File: config.mk
export PLATFORM = sky130hd
export DESIGN_NAME = q_hit_buffer
export DESIGN_NICKNAME = d
export VERILOG_FILES = /design/src/rtl/q_hit_buffer.sv
export SDC_FILE = /design/constraint.sdc
export NUM_CORES = 1
export LEC_CHECK = 0
export ABC_AREA = 1
export CORE_UTILIZATION = 42
export CTS_CLUSTER_DIAMETER = 200
export DETAILED_ROUTE_END_ITERATION = 6
export GPL_TIMING_DRIVEN = 0
export PLACE_DENSITY = 0.67
export SLEW_MARGIN = 0
export SYNTH_ARGS = -nofsm -noshare
export SYNTH_HDL_FRONTEND = slang
export SYNTH_SLANG_ARGS = --single-unit
File: constraint.sdc
create_clock -name clk -period 4.63 [get_ports clk]
set_input_delay 0.463 -clock clk [delete_from_list [all_inputs] [get_ports clk]]
set_output_delay 0.463 -clock clk [all_outputs]
set_load 0.005 [all_outputs]
File: src/rtl/q_hit_buffer.sv
// First-word-fall-through hit buffer: stores {charge, timestamp} for each finished
// charge pulse, counts hits lost to a full buffer, and supports a synchronous flush.
module q_hit_buffer #(
    parameter int BITS      = 31,
    parameter int TS_BITS   = 32,
    parameter int ADDR      = 4,
    parameter int DROP_BITS = 16
) (
    input  logic                   clk,
    input  logic                   reset_n,
    input  logic                   valid_in,
    input  logic signed [BITS-1:0] q_in,
    input  logic                   clear,
    input  logic                   m_ready,
    output logic                   m_valid,
    output logic signed [BITS-1:0] m_q,
    output logic [TS_BITS-1:0]     m_ts,
    output logic [ADDR:0]          level,
    output logic [DROP_BITS-1:0]   drop_count
);

    localparam int DEPTH = 2 ** ADDR;
    localparam int W     = BITS + TS_BITS;

    localparam logic [ADDR-1:0]    PTR_ONE  = 1;
    localparam logic [ADDR:0]      LVL_ONE  = 1;
    localparam logic [TS_BITS-1:0] TS_ONE   = 1;
    localparam logic [DROP_BITS-1:0] DROP_ONE = 1;

    logic [W-1:0]         mem_q [DEPTH];
    logic [ADDR-1:0]      wr_ptr_q, wr_ptr_d;
    logic [ADDR-1:0]      rd_ptr_q, rd_ptr_d;
    logic [ADDR:0]        level_q, level_d;
    logic [TS_BITS-1:0]   ts_q, ts_d;
    logic [DROP_BITS-1:0] drop_q, drop_d;
    logic                 pop, push, full;
    logic [W-1:0]         head;

    // level never exceeds DEPTH, so its MSB alone marks a full buffer.
    assign full = level_q[ADDR];
    assign pop  = m_valid && m_ready && !clear;
    assign push = valid_in && !clear && (!full || pop);

    // NOTE: always_comb assigns every output a default first so no latch is inferred.
    always_comb begin
        wr_ptr_d = wr_ptr_q;
        rd_ptr_d = rd_ptr_q;
        level_d  = level_q;
        drop_d   = drop_q;
        ts_d     = ts_q + TS_ONE;
        if (clear) begin
            wr_ptr_d = '0;
            rd_ptr_d = '0;
            level_d  = '0;
            drop_d   = '0;
            ts_d     = '0;
        end else begin
            if (push) wr_ptr_d = wr_ptr_q + PTR_ONE;
            if (pop)  rd_ptr_d = rd_ptr_q + PTR_ONE;
            if (push && !pop)      level_d = level_q + LVL_ONE;
            else if (pop && !push) level_d = level_q - LVL_ONE;
            if (valid_in && !push && (drop_q != '1)) drop_d = drop_q + DROP_ONE;
        end
    end

    // NOTE: sequential state uses non-blocking assignments so all registers update together.
    always_ff @(posedge clk or negedge reset_n) begin
        if (!reset_n) begin
            wr_ptr_q <= '0;
            rd_ptr_q <= '0;
            level_q  <= '0;
            drop_q   <= '0;
            ts_q     <= '0;
        end else begin
            wr_ptr_q <= wr_ptr_d;
            rd_ptr_q <= rd_ptr_d;
            level_q  <= level_d;
            drop_q   <= drop_d;
            ts_q     <= ts_d;
        end
    end

    // NOTE: storage has no reset; entries are only visible through level, which is reset.
    always_ff @(posedge clk) begin
        if (push) mem_q[wr_ptr_q] <= {q_in, ts_q};
    end

    assign head       = mem_q[rd_ptr_q];
    assign m_valid    = (level_q != '0);
    assign m_q        = head[W-1:TS_BITS];
    assign m_ts       = head[TS_BITS-1:0];
    assign level      = level_q;
    assign drop_count = drop_q;

endmodule

==> flow_metrics.py <==
metrics = {
    "status": {
        "status": "finished clean",
    },
    "yosys": {
        "synth_cell_type_count": 33,
        "post-synth-top-count-cell": "sky130_fd_sc_hd__edfxtp_1",
        "synth_area_sq_um": 43000,
        "ranking_of_synthesized_cells_by_instance_count": "sky130_fd_sc_hd__edfxtp_1 (1008), sky130_fd_sc_hd__nor2_1 (813), sky130_fd_sc_hd__o21ai_0 (522)",
        "largest_cells_by_area_after_synthesis": "sky130_fd_sc_hd__edfxtp_1 (70%), sky130_fd_sc_hd__nor2_1 (7.1%), sky130_fd_sc_hd__o21ai_0 (6.1%)",
        "synthFlopType": "sky130_fd_sc_hd__edfxtp_1",
        "synth_edf_count": 1008,
        "postSynthCellCount": 3413,
        "mappedNetlistNets": 3461,
        "sequential_share_of_the_synthesized_area_pct": 74.0,
        "yosysWarningCount": 0,
        "netlist.area_leader.share_pct": 70.4,
        "average_cell_area_after_synthesis_sq_um": 12.6,
        "postSynthRegisterBits": 1069,
        "ys_async_sr_fraction_pct": 5.71,
        "synth_top_area_cell": "sky130_fd_sc_hd__edfxtp_1",
    },
    "global_routing": {
        "grt_start_max_net_pins": 62,
        "grt_util_all_layers_pct": 24.7,
        "antenna_found_initial": 6,
        "wire_length_of_the_first_global_routing_pass_um": 188000,
        "globalRoute.totalOverflow": 0,
        "grt_pass1_vias": 28300,
    },
    "clock_network": {
        "clockBufferDepth": 3,
        "clock_tree.root_cell": "sky130_fd_sc_hd__clkbuf_16",
        "ctsHtreeMaxLevel": 3,
        "cts.clk_slew.worst_paths_ps": 60,
        "numClockSinks": 1069,
        "cts-buffers-inserted": 104,
        "clock_latency_ps": 680,
        "cts_tree": "done",
    },
    "layout": {
        "area_delta_synth_final_pct": 17.3,
        "post_layout_net_count": 3729,
        "proportion_of_layout_cells_with_a_drive_suffix_above_1_pct": 7.49,
        "multi_input_area_sq_um": 10100,
        "ff_latch_area_sq_um": 31800,
        "fin_area_sq_um": 50400,
        "finalNonFillerCells": 5123,
        "n_fill_cell": 8536,
    },
    "detailed_routing": {
        "detail_route.first_pass.iterations": 5,
        "detail_route.wl_per_cell_um": 25.0,
        "route.detailed.vias_per_inst": 5.73,
        "route.detailed.drc": 0,
        "drt_iter0_markers": 3992,
        "ant_nets": 0,
        "dr_total_vias": 29400,
        "drt_wl_total_um": 128000,
    },
    "place": {
        "detailed_place.area_sq_um": 47000,
        "place_ws_ps": 711,
        "placedCellCount": 4932,
        "port_buffers": 119,
        "detailedPlacementHpwl_um": 85000,
        "weighted_congestion_reported_at_the_end_of_routability_driven_placement": 0.844,
    },
    "critical_path": {
        "r2r-start": "level[4]",
        "path_depth": 6,
        "critical_path_buf_inv_count": 4,
        "cp_cell_sequence": "clkbuf_1 > inv_1 > clkdlybuf4s15_1 > nand3_1 > nand2_1 > clkdlybuf4s50_1",
        "critPathSlowestCell": "sky130_fd_sc_hd__clkdlybuf4s15_1",
        "crit_path_end": "m_ts[21]",
        "critPathTopFamily": "buffers and inverters",
        "worst_r2r_path_depth": 8,
        "startpoint_type": "flip-flop",
        "timing.critical_path.fanout_max": 11,
        "cp_data_arrival_time_ps": 4160,
        "timing.critical_path.from": "rd_ptr_q[3]",
        "crit-reg2reg-capture": "mem_q[11][40]",
        "crit_required_ps": 4170,
        "setup.reg_to_reg.worst_slack_ps": 1920,
        "crit_path_end_kind": "output pin",
        "path_class": "reg2out",
        "delay_of_the_slowest_cell_on_the_worst_path_ps": 740,
    },
    "timing": {
        "worstMarginPinSlew_ps": 1340,
        "finalCritPeriodShare_pct": 99.8,
        "setup-violations-final": 0,
        "rsz0062_at_grt": "false",
        "clock.fmax_ghz": 0.217,
        "setup_tns_ps": 0,
        "finClkSkew_ps": 30.8,
        "final.setup.worst_slack_ps": 11.3,
        "slew_headroom_pct": 10.9,
        "maxSlewViolCount": 0,
        "finalWorstPathRequiredPeriod_ps": 4620,
        "finalHoldViolations": 0,
    },
    "hold_path": {
        "min_path_type": "in2reg",
        "hold_path_depth": 3,
    },
    "power": {
        "vdd_drop_max_mv": 0.312,
        "switching_share_pct": 29.6,
        "combPwrFrac_pct": 22.0,
        "power.total_uw": 24800,
        "internal_power_contribution_uw": 17500,
        "pwr_density_cell_nw_per_um2": 493,
        "net-switching-power_uw": 7340,
        "sequentialPowerShare_pct": 43.2,
        "clock_power_share_pct": 34.8,
        "leakage_uw": 0.0164,
    },
    "floorplanning": {
        "io-pin-count": 121,
        "die_outline_area_sq_um": 104000,
        "fp.dieH_um": 322,
        "initial_cell_density_of_the_core_pct": 42.7,
        "core-area_sq_um": 101000,
        "placementRows": 116,
        "die_width_um": 322,
    },
    "run": {
        "cap_viol_max_count": 0,
    },
}
[cells by family (layout without fill, tap and decap cells)]
group                      after synthesis  after routing  synth area share, %
other                                    0              2                    0
buffers and inverters                  280            631                 2.94
xor gates and xnor gates                13             13                0.265
AOI/OAI and AO/OA                      802            802                 11.0
adders and majority gates               12             12                0.367
and+or+nand+nor                       1237           1237                 11.5
DFF                                   1069           1069                 74.0
[flip-flops by register name (all words and copies together), names as in the netlist]
name	count
drop_count	16
ts_q	32
level	5
wr_ptr_q	4
rd_ptr_q	4
mem_q	1008
[layout by cell type, fill, tap and decap left out, types with 16 or more instances in the layout]
cell / netlist / final
sky130_fd_sc_hd__nor2_1: 813 / 797
sky130_fd_sc_hd__clkbuf_16: 0 / 105
sky130_fd_sc_hd__clkbuf_1: 126 / 142
sky130_fd_sc_hd__bufinv_16: 0 / 16
sky130_fd_sc_hd__clkinv_1: 1 / 25
sky130_fd_sc_hd__nand2_1: 222 / 222
sky130_fd_sc_hd__buf_2: 37 / 37
sky130_fd_sc_hd__clkinv_2: 0 / 19
sky130_fd_sc_hd__dfrtp_1: 61 / 61
sky130_fd_sc_hd__nand3_1: 168 / 168
sky130_fd_sc_hd__edfxtp_1: 1008 / 1008
sky130_fd_sc_hd__buf_12: 0 / 30
sky130_fd_sc_hd__buf_1: 26 / 24
sky130_fd_sc_hd__inv_1: 58 / 58
sky130_fd_sc_hd__nand4_1: 16 / 16
sky130_fd_sc_hd__clkdlybuf4s50_1: 0 / 118
sky130_fd_sc_hd__o21ai_0: 522 / 522
sky130_fd_sc_hd__nor2_4: 1 / 17
sky130_fd_sc_hd__o211ai_1: 203 / 203
sky130_fd_sc_hd__o221ai_1: 50 / 50
[metal layers]
| layer | track usage, % | routed length, um | vias up |
|---|---|---|---|
| met4 | 7.09 | 3500 | 6 |
| li1 | - | - | 13000 |
| met3 | 4.25 | 12400 | 222 |
| met1 | 34.1 | 51200 | 14600 |
| met5 | 0 | 34 | - |
| met2 | 40.2 | 61200 | 1551 |
[cell type report]
cell class / instances / share of cell area, %
Clock inverter: 64 / 1.44
Buffer: 217 / 2.07
Sequential cell: 1069 / 63.1
Inverter: 62 / 0.462
Clock buffer: 125 / 5.38
Tap cell: 1357 / 3.37
Timing Repair Buffer: 163 / 4.28
Multi-Input combinational cell: 2064 / 19.9
Antenna cell: 2 / 0.00993
[power by group through the flow]
stage | Sequential [uW] | Combinational (uW) | Clock [uW]
6_report | 10700 | 5460 | 8650
5_1_grt | 10700 | 5910 | 9060
4_1_cts | 10700 | 5440 | 8690
3_5_place_dp | 10900 | 5400 | 0
3_3_place_gp | 11000 | 5280 | 0
2_1_floorplan | 10900 | 2850 | 0
[per-stage QoR]
| stage | util, % | hold WS, ps |
|---|---|---|
| finish | 50.1 | 175 |
| global route | 50.1 | 186 |
| CTS | 50.1 | 165 |
| detailed placement | 46.6 | 529 |
| global placement | 45.6 | 512 |
| floorplan | - | 167 |
[timing repair]
action / in CTS / in global routing
hold endpoints to repair: 61 / 0
hold buffers: 1 / 0
endpoints found under the setup margin: 3 / 2
cloned: 0 / 0
resized for setup: 2 / 4
setup buffers: 0 / 0
[how the worst min path moves through the flow]
stage	slack, ps	start	endpoint
6_report	180	clear	ts_q[10]
5_1_grt	190	clear	ts_q[10]
4_1_cts	170	clear	ts_q[10]
3_5_place_dp	530	wr_ptr_q[3]	wr_ptr_q[3]
3_3_place_gp	510	wr_ptr_q[3]	wr_ptr_q[3]
2_1_floorplan	170	reset_n	drop_count[0]
[worst register-to-register path: cells and delay by family, from the launching register on]
family	cells	cell delay, ps
buf+inv	4	790
simple gates	4	1150
flops	1	430
No activity file was read; power rests on OpenSTA's default activity.
